[src/rtl/systolic_pkg.sv]
// Shared types and sizing helpers for the systolic matrix multiplier.
package systolic_pkg;

  typedef enum logic [2:0] {
    ST_IDLE,
    ST_LOAD,
    ST_FLUSH,
    ST_DRAIN,
    ST_DONE
  } state_t;

  // Accumulator width that holds k products of two d-bit operands.
  function automatic int acc_width(input int d, input int k);
    return 2 * d + $clog2(k);
  endfunction

  // Zero-injection cycles for the last operand pair to reach PE(n-1,n-1).
  function automatic int flush_cycles(input int n);
    return 2 * n - 1;
  endfunction

endpackage

[src/rtl/systolic_pe.sv]
// One output-stationary processing element: forwards a east and b south,
// and accumulates a*b in place.
module systolic_pe #(
  parameter int DATA_SIZE = 8,
  parameter int ACC_SIZE  = 20,
  parameter bit SIGNED    = 1'b1
) (
  input  logic                 clk,
  input  logic                 reset_n,
  input  logic                 clr,
  input  logic [DATA_SIZE-1:0] a_in,
  input  logic [DATA_SIZE-1:0] b_in,
  output logic [DATA_SIZE-1:0] a_out,
  output logic [DATA_SIZE-1:0] b_out,
  output logic [ACC_SIZE-1:0]  acc
);

  localparam int PW = 2 * DATA_SIZE;

  logic [PW-1:0]       a_ext;
  logic [PW-1:0]       b_ext;
  logic [PW-1:0]       prod;
  logic [ACC_SIZE-1:0] prod_ext;

  // Operands are extended to product width first; the low PW bits of the
  // product are then exact for both signed and unsigned operands.
  assign a_ext    = {{DATA_SIZE{SIGNED & a_in[DATA_SIZE-1]}}, a_in};
  assign b_ext    = {{DATA_SIZE{SIGNED & b_in[DATA_SIZE-1]}}, b_in};
  assign prod     = a_ext * b_ext;
  assign prod_ext = {{(ACC_SIZE-PW){SIGNED & prod[PW-1]}}, prod};

  // Operand forwarding registers and the wrapping accumulator.
  always_ff @(posedge clk or negedge reset_n) begin
    if (!reset_n) begin
      a_out <= '0;
      b_out <= '0;
      acc   <= '0;
    end else if (clr) begin
      a_out <= '0;
      b_out <= '0;
      acc   <= '0;
    end else begin
      // NOTE: non-blocking so every PE samples its neighbours' pre-edge values.
      a_out <= a_in;
      b_out <= b_in;
      acc   <= acc + prod_ext;
    end
  end

endmodule

[src/rtl/systolic_matmul_engine.sv]
// N x N output-stationary systolic multiplier C = A*B with input skew,
// start/busy/done control and a row-serial valid/ready result drain.
module systolic_matmul_engine
  import systolic_pkg::*;
#(
  parameter int MATRIX_SIZE = 3,
  parameter int DATA_SIZE   = 8,
  parameter int K_MAX       = 16,
  parameter int KW          = $clog2(K_MAX + 1),
  parameter int ACC_SIZE    = acc_width(DATA_SIZE, K_MAX),
  parameter bit SIGNED      = 1'b1
) (
  input  logic                                     clk,
  input  logic                                     reset_n,
  input  logic                                     start,
  input  logic [KW-1:0]                            k_len,
  output logic                                     busy,
  output logic                                     done,
  input  logic                                     in_valid,
  output logic                                     in_ready,
  input  logic [MATRIX_SIZE-1:0][DATA_SIZE-1:0]    in_a,
  input  logic [MATRIX_SIZE-1:0][DATA_SIZE-1:0]    in_b,
  output logic                                     out_valid,
  input  logic                                     out_ready,
  output logic [$clog2(MATRIX_SIZE)-1:0]           out_row_idx,
  output logic [MATRIX_SIZE-1:0][ACC_SIZE-1:0]     out_row
);

  localparam int N       = MATRIX_SIZE;
  localparam int RW      = $clog2(N);
  localparam int FLUSH_N = flush_cycles(N);
  localparam int FW      = $clog2(FLUSH_N + 1);

  state_t state, next_state;

  logic [KW-1:0] k_cap;
  logic [KW-1:0] k_reg;
  logic [KW-1:0] xfer_cnt;
  logic [FW-1:0] flush_cnt;
  logic [RW-1:0] row_idx;

  logic clr;
  logic transfer;
  logic last_xfer;
  logic last_flush;
  logic last_row;

  logic [N-1:0][DATA_SIZE-1:0] inj_a;
  logic [N-1:0][DATA_SIZE-1:0] inj_b;

  // a_h[i][j] feeds PE(i,j) from the west; b_v[i][j] feeds PE(i,j) from the north.
  logic [DATA_SIZE-1:0] a_h   [N][N+1];
  logic [DATA_SIZE-1:0] b_v   [N+1][N];
  logic [ACC_SIZE-1:0]  acc_q [N][N];
  logic                 unused_edge;

  assign k_cap      = (k_len > KW'(K_MAX)) ? KW'(K_MAX) : k_len;
  assign clr        = (state == ST_IDLE) && start;
  assign transfer   = (state == ST_LOAD) && in_valid;
  assign last_xfer  = (xfer_cnt == k_reg - KW'(1));
  assign last_flush = (flush_cnt == FW'(FLUSH_N - 1));
  assign last_row   = (row_idx == RW'(N - 1));

  // Bubbles inject zeros so idle LOAD cycles add nothing to any accumulator.
  assign inj_a = transfer ? in_a : '0;
  assign inj_b = transfer ? in_b : '0;

  assign busy        = (state != ST_IDLE);
  assign done        = (state == ST_DONE);
  assign in_ready    = (state == ST_LOAD);
  assign out_valid   = (state == ST_DRAIN);
  assign out_row_idx = row_idx;

  // State register.
  always_ff @(posedge clk or negedge reset_n) begin
    if (!reset_n) state <= ST_IDLE;
    else          state <= next_state;
  end

  // Next-state logic.
  always_comb begin
    // NOTE: default first so no path leaves next_state unassigned (no latch).
    next_state = state;
    unique case (state)
      ST_IDLE:  if (start) next_state = (k_cap == '0) ? ST_FLUSH : ST_LOAD;
      ST_LOAD:  if (in_valid && last_xfer) next_state = ST_FLUSH;
      ST_FLUSH: if (last_flush) next_state = ST_DRAIN;
      ST_DRAIN: if (out_ready && last_row) next_state = ST_DONE;
      ST_DONE:  next_state = ST_IDLE;
      default:  next_state = ST_IDLE;
    endcase
  end

  // Job length capture and the transfer, flush and drain-row counters.
  always_ff @(posedge clk or negedge reset_n) begin
    if (!reset_n) begin
      k_reg     <= '0;
      xfer_cnt  <= '0;
      flush_cnt <= '0;
      row_idx   <= '0;
    end else if (clr) begin
      k_reg     <= k_cap;
      xfer_cnt  <= '0;
      flush_cnt <= '0;
      row_idx   <= '0;
    end else begin
      if (transfer) xfer_cnt <= xfer_cnt + KW'(1);
      if (state == ST_FLUSH) flush_cnt <= flush_cnt + FW'(1);
      if ((state == ST_DRAIN) && out_ready) row_idx <= last_row ? '0 : row_idx + RW'(1);
    end
  end

  for (genvar i = 0; i < N; i++) begin : g_skew
    logic [i:0][DATA_SIZE-1:0] a_sr;
    logic [i:0][DATA_SIZE-1:0] b_sr;

    // Skew line: row i of A and column i of B enter the array i cycles late.
    always_ff @(posedge clk or negedge reset_n) begin
      if (!reset_n) begin
        // NOTE: skew stages are reset, not left as bare storage, so stale
        // operands can never leak into the next job's products.
        a_sr <= '0;
        b_sr <= '0;
      end else if (clr) begin
        a_sr <= '0;
        b_sr <= '0;
      end else begin
        a_sr[0] <= inj_a[i];
        b_sr[0] <= inj_b[i];
        for (int s = 1; s <= i; s++) begin
          a_sr[s] <= a_sr[s-1];
          b_sr[s] <= b_sr[s-1];
        end
      end
    end

    assign a_h[i][0] = a_sr[i];
    assign b_v[0][i] = b_sr[i];
  end

  for (genvar i = 0; i < N; i++) begin : g_row
    for (genvar j = 0; j < N; j++) begin : g_col
      systolic_pe #(
        .DATA_SIZE (DATA_SIZE),
        .ACC_SIZE  (ACC_SIZE),
        .SIGNED    (SIGNED)
      ) u_pe (
        .clk     (clk),
        .reset_n (reset_n),
        .clr     (clr),
        .a_in    (a_h[i][j]),
        .b_in    (b_v[i][j]),
        .a_out   (a_h[i][j+1]),
        .b_out   (b_v[i+1][j]),
        .acc     (acc_q[i][j])
      );
    end
  end

  // Operands leaving the east and south edges of the array are discarded.
  always_comb begin
    unused_edge = 1'b0;
    for (int i = 0; i < N; i++) unused_edge = unused_edge ^ (^a_h[i][N]) ^ (^b_v[N][i]);
  end

  // Result row mux; zero outside DRAIN.
  always_comb begin
    out_row = '0;
    if (state == ST_DRAIN) begin
      for (int r = 0; r < N; r++) begin
        if (row_idx == RW'(r)) begin
          for (int j = 0; j < N; j++) out_row[j] = acc_q[r][j];
        end
      end
    end
  end

endmodule

[config.mk]
export PLATFORM = sky130hd
export DESIGN_NAME = systolic_matmul_engine
export DESIGN_NICKNAME = d
export VERILOG_FILES = /design/src/rtl/systolic_pkg.sv /design/src/rtl/systolic_pe.sv /design/src/rtl/systolic_matmul_engine.sv
export SDC_FILE = /design/constraint.sdc
export NUM_CORES = 2
export LEC_CHECK = 0
export CAP_MARGIN = 40
export CELL_PAD_IN_SITES_DETAIL_PLACEMENT = 0
export CELL_PAD_IN_SITES_GLOBAL_PLACEMENT = 2
export CORE_MARGIN = 2
export CORE_UTILIZATION = 45
export DETAILED_ROUTE_END_ITERATION = 12
export HOLD_SLACK_MARGIN = 0.15
export PLACE_DENSITY_LB_ADDON = 0.1
export SYNTH_ARGS = -nofsm -noshare
export SYNTH_HDL_FRONTEND = slang
export SYNTH_SLANG_ARGS = --single-unit
export TNS_END_PERCENT = 100
[constraint.sdc]
create_clock -name clk -period 15.2 [get_ports clk]
set_input_delay 1.52 -clock clk [delete_from_list [all_inputs] [get_ports clk]]
set_output_delay 1.52 -clock clk [all_outputs]
set_load 0.01 [all_outputs]
After elaboration in Yosys (flattened, before gate mapping)
Index checks and enable logic that the tools add are counted.
Widths: inputs -> output; s select.
{ "classes": {"n_addsub": 13, "n_mul": 9, "order_cmp": 1, "n_eq_ne": 12, "n_mux": 47, "n_reduce_logical": 13} }
{ "op_table": {"columns": ["operator", "n"], "rows": [
  ["$mux 60", 4],
  ["$add 20x20->20", 9],
  ["$mux 20", 9],
  ["$mul 8x8->16", 9],
  ["$mux 8", 14],
  ["$mux 24", 4],
  ["$mux 16", 2],
  ["$mux 3", 6],
  ["$mux 5", 3],
  ["$pmux 3 s4", 1],
  ["$mux 2", 4],
  ["$eq 3x2->1 const B", 2],
  ["$eq 3x3->1 const B", 2],
  ["$reduce_bool 2->1", 3],
  ["$add 5x1->5 const B", 1],
  ["$eq 5x5->1", 1],
  ["$gt 5x5->1 const B", 1],
  ["$logic_and 1x1->1", 5],
  ["$logic_not 5->1", 1],
  ["$sub 5x1->5 const B", 1],
  ["$ne 2x1->1 const B", 2],
  ["$ne 2x2->1 const B", 2],
  ["$reduce_and 4->1", 1],
  ["$add 3x1->3 const B", 1],
  ["other kinds (7)", 7]
]} }
{ "totals": {"ff_bits": 390, "inputBits": 58, "output_inout_bits": 66, "elab_cells": 133} }

Logic depth before layout (Yosys ltp)
{ "depth": {"ltp_word": 6, "depth_mapped": 26, "mapped_depth_nobuf": 26} }

Modules after synthesis
Synthesis repeated with hierarchy kept, for this count alone.
{ "hier_totals": {"cells_unflattened": 4900, "hier_area_um2": 46718.6} }
{ "modules_own_cells": {"columns": ["module", "instances", "cells_each", "area_per_inst_um2", "seq_area_each_um2"], "rows": [
  ["systolic_pe at g_row[0].g_col[0].u_pe ...", 2, 481, 4689.5, 900.9],
  ["systolic_pe at g_row[1].g_col[0].u_pe ...", 2, 489, 4621.9, 900.9],
  ["systolic_pe at g_row[2].g_col[0].u_pe ...", 2, 469, 4461.8, 900.9],
  ["systolic_matmul_engine", 1, 585, 5596.6, 2852.7],
  ["systolic_pe at g_row[2].g_col[2].u_pe", 1, 478, 4546.9, 900.9],
  ["systolic_pe at g_row[1].g_col[2].u_pe", 1, 477, 4515.6, 900.9],
  ["systolic_pe at g_row[0].g_col[2].u_pe", 1, 482, 4513.1, 900.9]
]} }

Worst setup path after synthesis
Ideal clock, no wire load.
{ "synth_timing": {"kind": "flip-flop to flip-flop", "start": "reg g_row[0].g_col[0].u_pe.a_out[7]", "end": "reg g_row[0].g_col[1].u_pe.acc[19]", "setup_time_ns": 0.119, "arrival_time_ns": 5.651, "required_ns": 15.081, "setup_slack_ns": 9.430, "stages_incl_launch_ff": 24, "n_path_buf": 1, "period_less_slack_ns": 5.770, "path_cell_list": "dfrtp_1 -> clkbuf_1 -> and2_1 -> fa_1 -> inv_1 -> fa_1 -> inv_1 -> fa_1 -> inv_1 -> fa_1 -> inv_1 -> ha_1 -> nand2_1 -> a2bb2oi_1 -> a21oi_1 -> a211o_1 -> o31a_1 -> xnor2_2 -> ha_1 -> a21o_1 -> a221o_1 -> a21oi_1 -> xnor3_1 -> and2_1"} }
{ "synth_between": {"elab_chain_len": 3} }
{ "synth_lines": {"columns": ["item", "line_no", "text"], "rows": [
  ["from (decl)", "systolic_pe.sv:13", "output logic [DATA_SIZE-1:0] a_out,"],
  ["from (signal assigned)", "systolic_pe.sv:44", "a_out <= a_in;"],
  ["$mul 8x8->16", "systolic_pe.sv:29", "assign prod = a_ext * b_ext;"],
  ["$add 20x20->20", "systolic_pe.sv:46", "acc <= acc + prod_ext;"],
  ["$mux 20", "systolic_pe.sv:38", "end else if (clr) begin"],
  ["to (signal assigned)", "systolic_pe.sv:46", null],
  ["to (decl)", "systolic_pe.sv:15", "output logic [ACC_SIZE-1:0] acc"]
]} }
Every way passes these cells.
A chain may end at the register's enable or synchronous reset.

Worst setup path in the final report
{ "layout_timing": {"start": "reg g_row[2].g_col[0].u_pe.a_out[4]", "end": "reg g_row[2].g_col[1].u_pe.acc[18]"} }
{ "layout_between": {"elab_chain_len": 3} }
{ "layout_lines": {"columns": ["item", "line_no"], "rows": [
  ["from (decl)", "systolic_pe.sv:13"],
  ["from (signal assigned)", "systolic_pe.sv:44"],
  ["$mul 8x8->16", "systolic_pe.sv:29"],
  ["$add 20x20->20", "systolic_pe.sv:46"],
  ["$mux 20", "systolic_pe.sv:38"],
  ["to (signal assigned)", "systolic_pe.sv:46"],
  ["to (decl)", "systolic_pe.sv:15"]
]} }
Every way passes these cells.

==> key figures <==
Cells and area
  – Layout cells sized above 1: 2.65%
  – Multi-input logic area: 31100 sq um
  – Nets: 5943
  – Max FFs per register: 180
  – Fillcell total: 9455
  – Largest regs: g_row.g_col.u_pe.acc x180, g_row.g_col.u_pe.a_out x48, g_row.g_col.u_pe.b_out x48
  – Area delta synth->final: 10.2%
  – Biggest register: g_row.g_col.u_pe.acc
  – Storage cell area: 9760 sq um

Clock network
  – CTS Buf Count: 53
  – Clock transition at path regs: 0.06 ns
  – Post-CTS Setup Repair Bufs: 0
  – Clock sink total: 390
  – CTS tree: yes
  – Maximum root-to-sink buffer count: 3
  – Later-pin clock latency in the skew report: 0.67 ns
  – H-Tree Depth: 2
  – Hold buffers post-CTS: 0
  – Root buffer cell: clkbuf_16
  – Post-CTS sizing: 0

Critical path
  – WS Path Type: reg2reg
  – Worst Reg2Reg Path Length in Cells: 22
  – WP data arrival: 7.13 ns
  – CP Cell Sequence: and2_1 > fa_1 > inv_1 > fa_1 > inv_1 > fa_1 > inv_1 > fa_1 > inv_1 > ha_1 > o21ai_0 > nor2_1 > o41ai_1 > o21ai_0 > o41ai_2 > xnor2_1 > ha_1 > a21oi_1 > nand2_1 > or4_1 > and3_1 > nor3_1
  – Slowest CP cell: o41ai_1
  – R2R Setup Slk: 8.61 ns
  – Critical-path maximum fanout: 9
  – CP Launch Type: register
  – Critical Path RT: 15.74 ns
  – Crit path capture type: register
  – Critical path buffer and inverter count: 4
  – Reg2reg end: g_row[2].g_col[1].u_pe.acc[18]$_DFF_PN0_
  – Crit path max-delay family: adder cells
  – Max stage delay on crit path: 0.57 ns
  – Worst R2R Start: g_row[2].g_col[0].u_pe.a_out[4]$_DFF_PN0_

Yosys
  – Dominant cell type by area after synthesis: fa_1
  – Syn Std Cell Area: 44400 sq um
  – Mean Syn Cell Area: 9.20 sq um
  – Synth area leaders: fa_1, dfrtp_1, ha_1
  – Main synth FF type: dfrtp_1
  – Yosys top cell area share: 22.7%
  – #FFs+latches synth: 390
  – Synth cell count leaders: inv_1, and2_1, fa_1
  – Post-synth cell types: 66
  – EDFF count, synth: 0
  – Top-count cell post-synth: inv_1
  – Post-Syn Instances: 4825
  – Async SR Flop Fraction: 100%
  – Sequential-to-total area share from yosys stat: 22.0%
  – Yosys warns: 0
  – Syn_nets: 5832

Placement
  – Post-DP HPWL: 86700 microns
  – GP Congestion: 0.831
  – Number of port buffers: 123
  – Placement Setup Slack: 8.73 ns

Power and ir drop
  – Clk pwr share: 23.6%
  – Pwr/cell area: 112 nW/um^2
  – Gate power share: 45.4%
  – Sequential Power Share: 31.1%
  – Cell-internal power: 3.14 mW
  – Psw: 2.33 mW
  – Worst VDD drop: 0.000195 V
  – Sw Share: 42.6%
  – Leakage: 25.5 nW

Detailed routing
  – DRC: 0
  – ANT nets after route: 0
  – Initial drt markers: 1426
  – Routed via count: 31700
  – Final WL: 109000 microns
  – Drt first pass iters: 5
  – Wire per inst: 17.4 microns
  – Via-to-Cell Ratio: 5.06

STA
  – Period utilization: 43.3%
  – Setup Total Neg Slack: 0 ns
  – Tmin final: 6.59 ns
  – RSZ-0062 raised after global routing: no
  – Post-Route Skew: 0.0508 ns
  – Worst Slack Setup Final: 8.61 ns
  – Final Hold Fails: 0
  – F_max: 152 MHz
  – Fin. max-slew vios: 0
  – Worst slew margin: 38.1%
  – Slew @ Worst Pin: 0.929 ns
  – Final setup fails: 0

Worst hold path
  – HP Class: reg2reg
  – WHS Endpoint: g_skew[2].a_sr[15]$_DFF_PN0_
  – Cells on Worst Hold Path: 1
  – Hold Crit Start: g_skew[2].a_sr[7]$_DFF_PN0_

Global route
  – Largest net degree at the start of global routing: 152
  – Total Routing Usage GR: 22.5%
  – Global-route wire length before repair: 182000 microns
  – Vias in the first global route: 33500
  – Initial antenna violation count: 1
  – Residual overflow from global routing: 0

Die
  – Die Ht: 318 microns
  – # IOs: 124
  – Num rows: 115
  – Full die area: 101000 sq um
  – Core Box Area: 98000 sq um
  – Initial Util: 45.3%
  – Die Wd: 318 microns

Outcome
  – Outcome: finished, final reports clean

Run
  – Max_cap viols: 0
## per-stage QoR
step           hold slack, ns  instance area (sq um)  std cells  power [mW]  util (%)
4_1_cts                 0.444                  48900       6264        5.56      49.9
5_1_grt                 0.457                  48900       6265        5.94      49.9
3_3_place_gp            0.429                  47100       6164        4.21      48.0
6_report                0.443                  48900       6266        5.47      49.9
3_5_place_dp            0.433                  47100       6167        4.23      48.1
2_1_floorplan           0.428                  44400       4825        3.35         -
## worst register-to-register path: cells and delay by family (launching register included)
family	cells	cell delay, ns
buffers and inverters	4	0.21
XOR/XNOR	1	0.29
flip-flops	1	0.52
adder cells (fa/ha/maj)	6	2.63
AO/OA/AOI/OAI	5	1.61
AND/OR/NAND/NOR	6	1.19
## power groups by stage
stage / sequential (mW) / clock, mW / combinational [mW]
6_report: 1.70 / 1.29 / 2.48
5_1_grt: 1.75 / 1.37 / 2.82
4_1_cts: 1.71 / 1.33 / 2.52
3_5_place_dp: 1.73 / 0 / 2.50
3_3_place_gp: 1.73 / 0 / 2.48
2_1_floorplan: 1.51 / 0 / 1.83
## routing by layer
layer	up-vias	routed length, microns	GRT usage (%)
li1	15700	-	-
met3	106	2490	1.77
met2	327	52600	38.7
met1	15600	51500	30.7
met4	0	2510	5.64
met5	-	0	0
## placed cells by master (no fill, tap or decap), types with 7 or more instances in the layout
cell type / n
o31ai_1: 9
o21ai_0: 113
buf_4: 12
a211o_1: 7
dfrtp_1: 388
clkbuf_8: 7
a21o_1: 63
nor4_1: 9
nor3_1: 106
a21boi_0: 17
nand3b_1: 13
o211ai_1: 16
nand2b_1: 40
o21a_1: 23
clkinv_2: 10
clkbuf_16: 53
a211oi_1: 33
xnor2_1: 174
nand2_1: 235
or2_2: 7
clkbuf_1: 8
o21bai_1: 33
nor2b_1: 80
and2_1: 555
fa_1: 504
nand3_1: 58
inv_1: 862
a21oi_1: 247
a31oi_1: 28
mux2i_1: 75
clkinvlp_4: 7
or3_1: 17
nor2_1: 307
clkdlybuf4s50_1: 122
nor3b_1: 20
nand4_1: 10
and3_1: 89
ha_1: 445
xor2_1: 65
mux2_2: 9
## final cells by class
class	instances	area share [%]
diodes	1	0.00512
inverters	862	6.62
repair buffers	140	2.90
flip-flops and latches	390	20.0
well taps	1287	3.29
clock inverters	29	0.670
clock buffers	68	2.97
multi-input cells	3489	63.6
## cell families (layout without fill, tap and decap cells)
group           Yosys count  after routing  share of synthesized area, %
compound gates          647            647                          9.06
xor+xnor                246            246                          5.06
fa+ha+maj               949            949                          35.3
buf+inv                 946           1099                          8.00
flops                   390            390                          22.0
mux                      84             84                          1.92
other cells               0              1                             0
simple gates           1563           1563                          18.7
## how the worst max path moves through the flow
stage | from | to | slack (ns) | cells past startpoint
final | g_row[2].g_col[0].u_pe.a_out[4]$_DFF_PN0_ | g_row[2].g_col[1].u_pe.acc[18]$_DFF_PN0_ | 8.61 | 22
after global placement | g_row[2].g_col[0].u_pe.a_out[4]$_DFF_PN0_ | g_row[2].g_col[1].u_pe.acc[18]$_DFF_PN0_ | 8.84 | 22
after CTS | g_row[2].g_col[0].u_pe.a_out[4]$_DFF_PN0_ | g_row[2].g_col[1].u_pe.acc[18]$_DFF_PN0_ | 8.63 | 22
after detailed placement | g_row[2].g_col[0].u_pe.a_out[4]$_DFF_PN0_ | g_row[2].g_col[1].u_pe.acc[18]$_DFF_PN0_ | 8.73 | 22
after floorplan | g_row[0].g_col[0].u_pe.a_out[7]$_DFF_PN0_ | g_row[0].g_col[1].u_pe.acc[19]$_DFF_PN0_ | 9.43 | 23
after global routing | g_row[2].g_col[0].u_pe.a_out[6]$_DFF_PN0_ | g_row[2].g_col[1].u_pe.acc[18]$_DFF_PN0_ | 8.17 | 22
(Power assumes the default switching activity.)
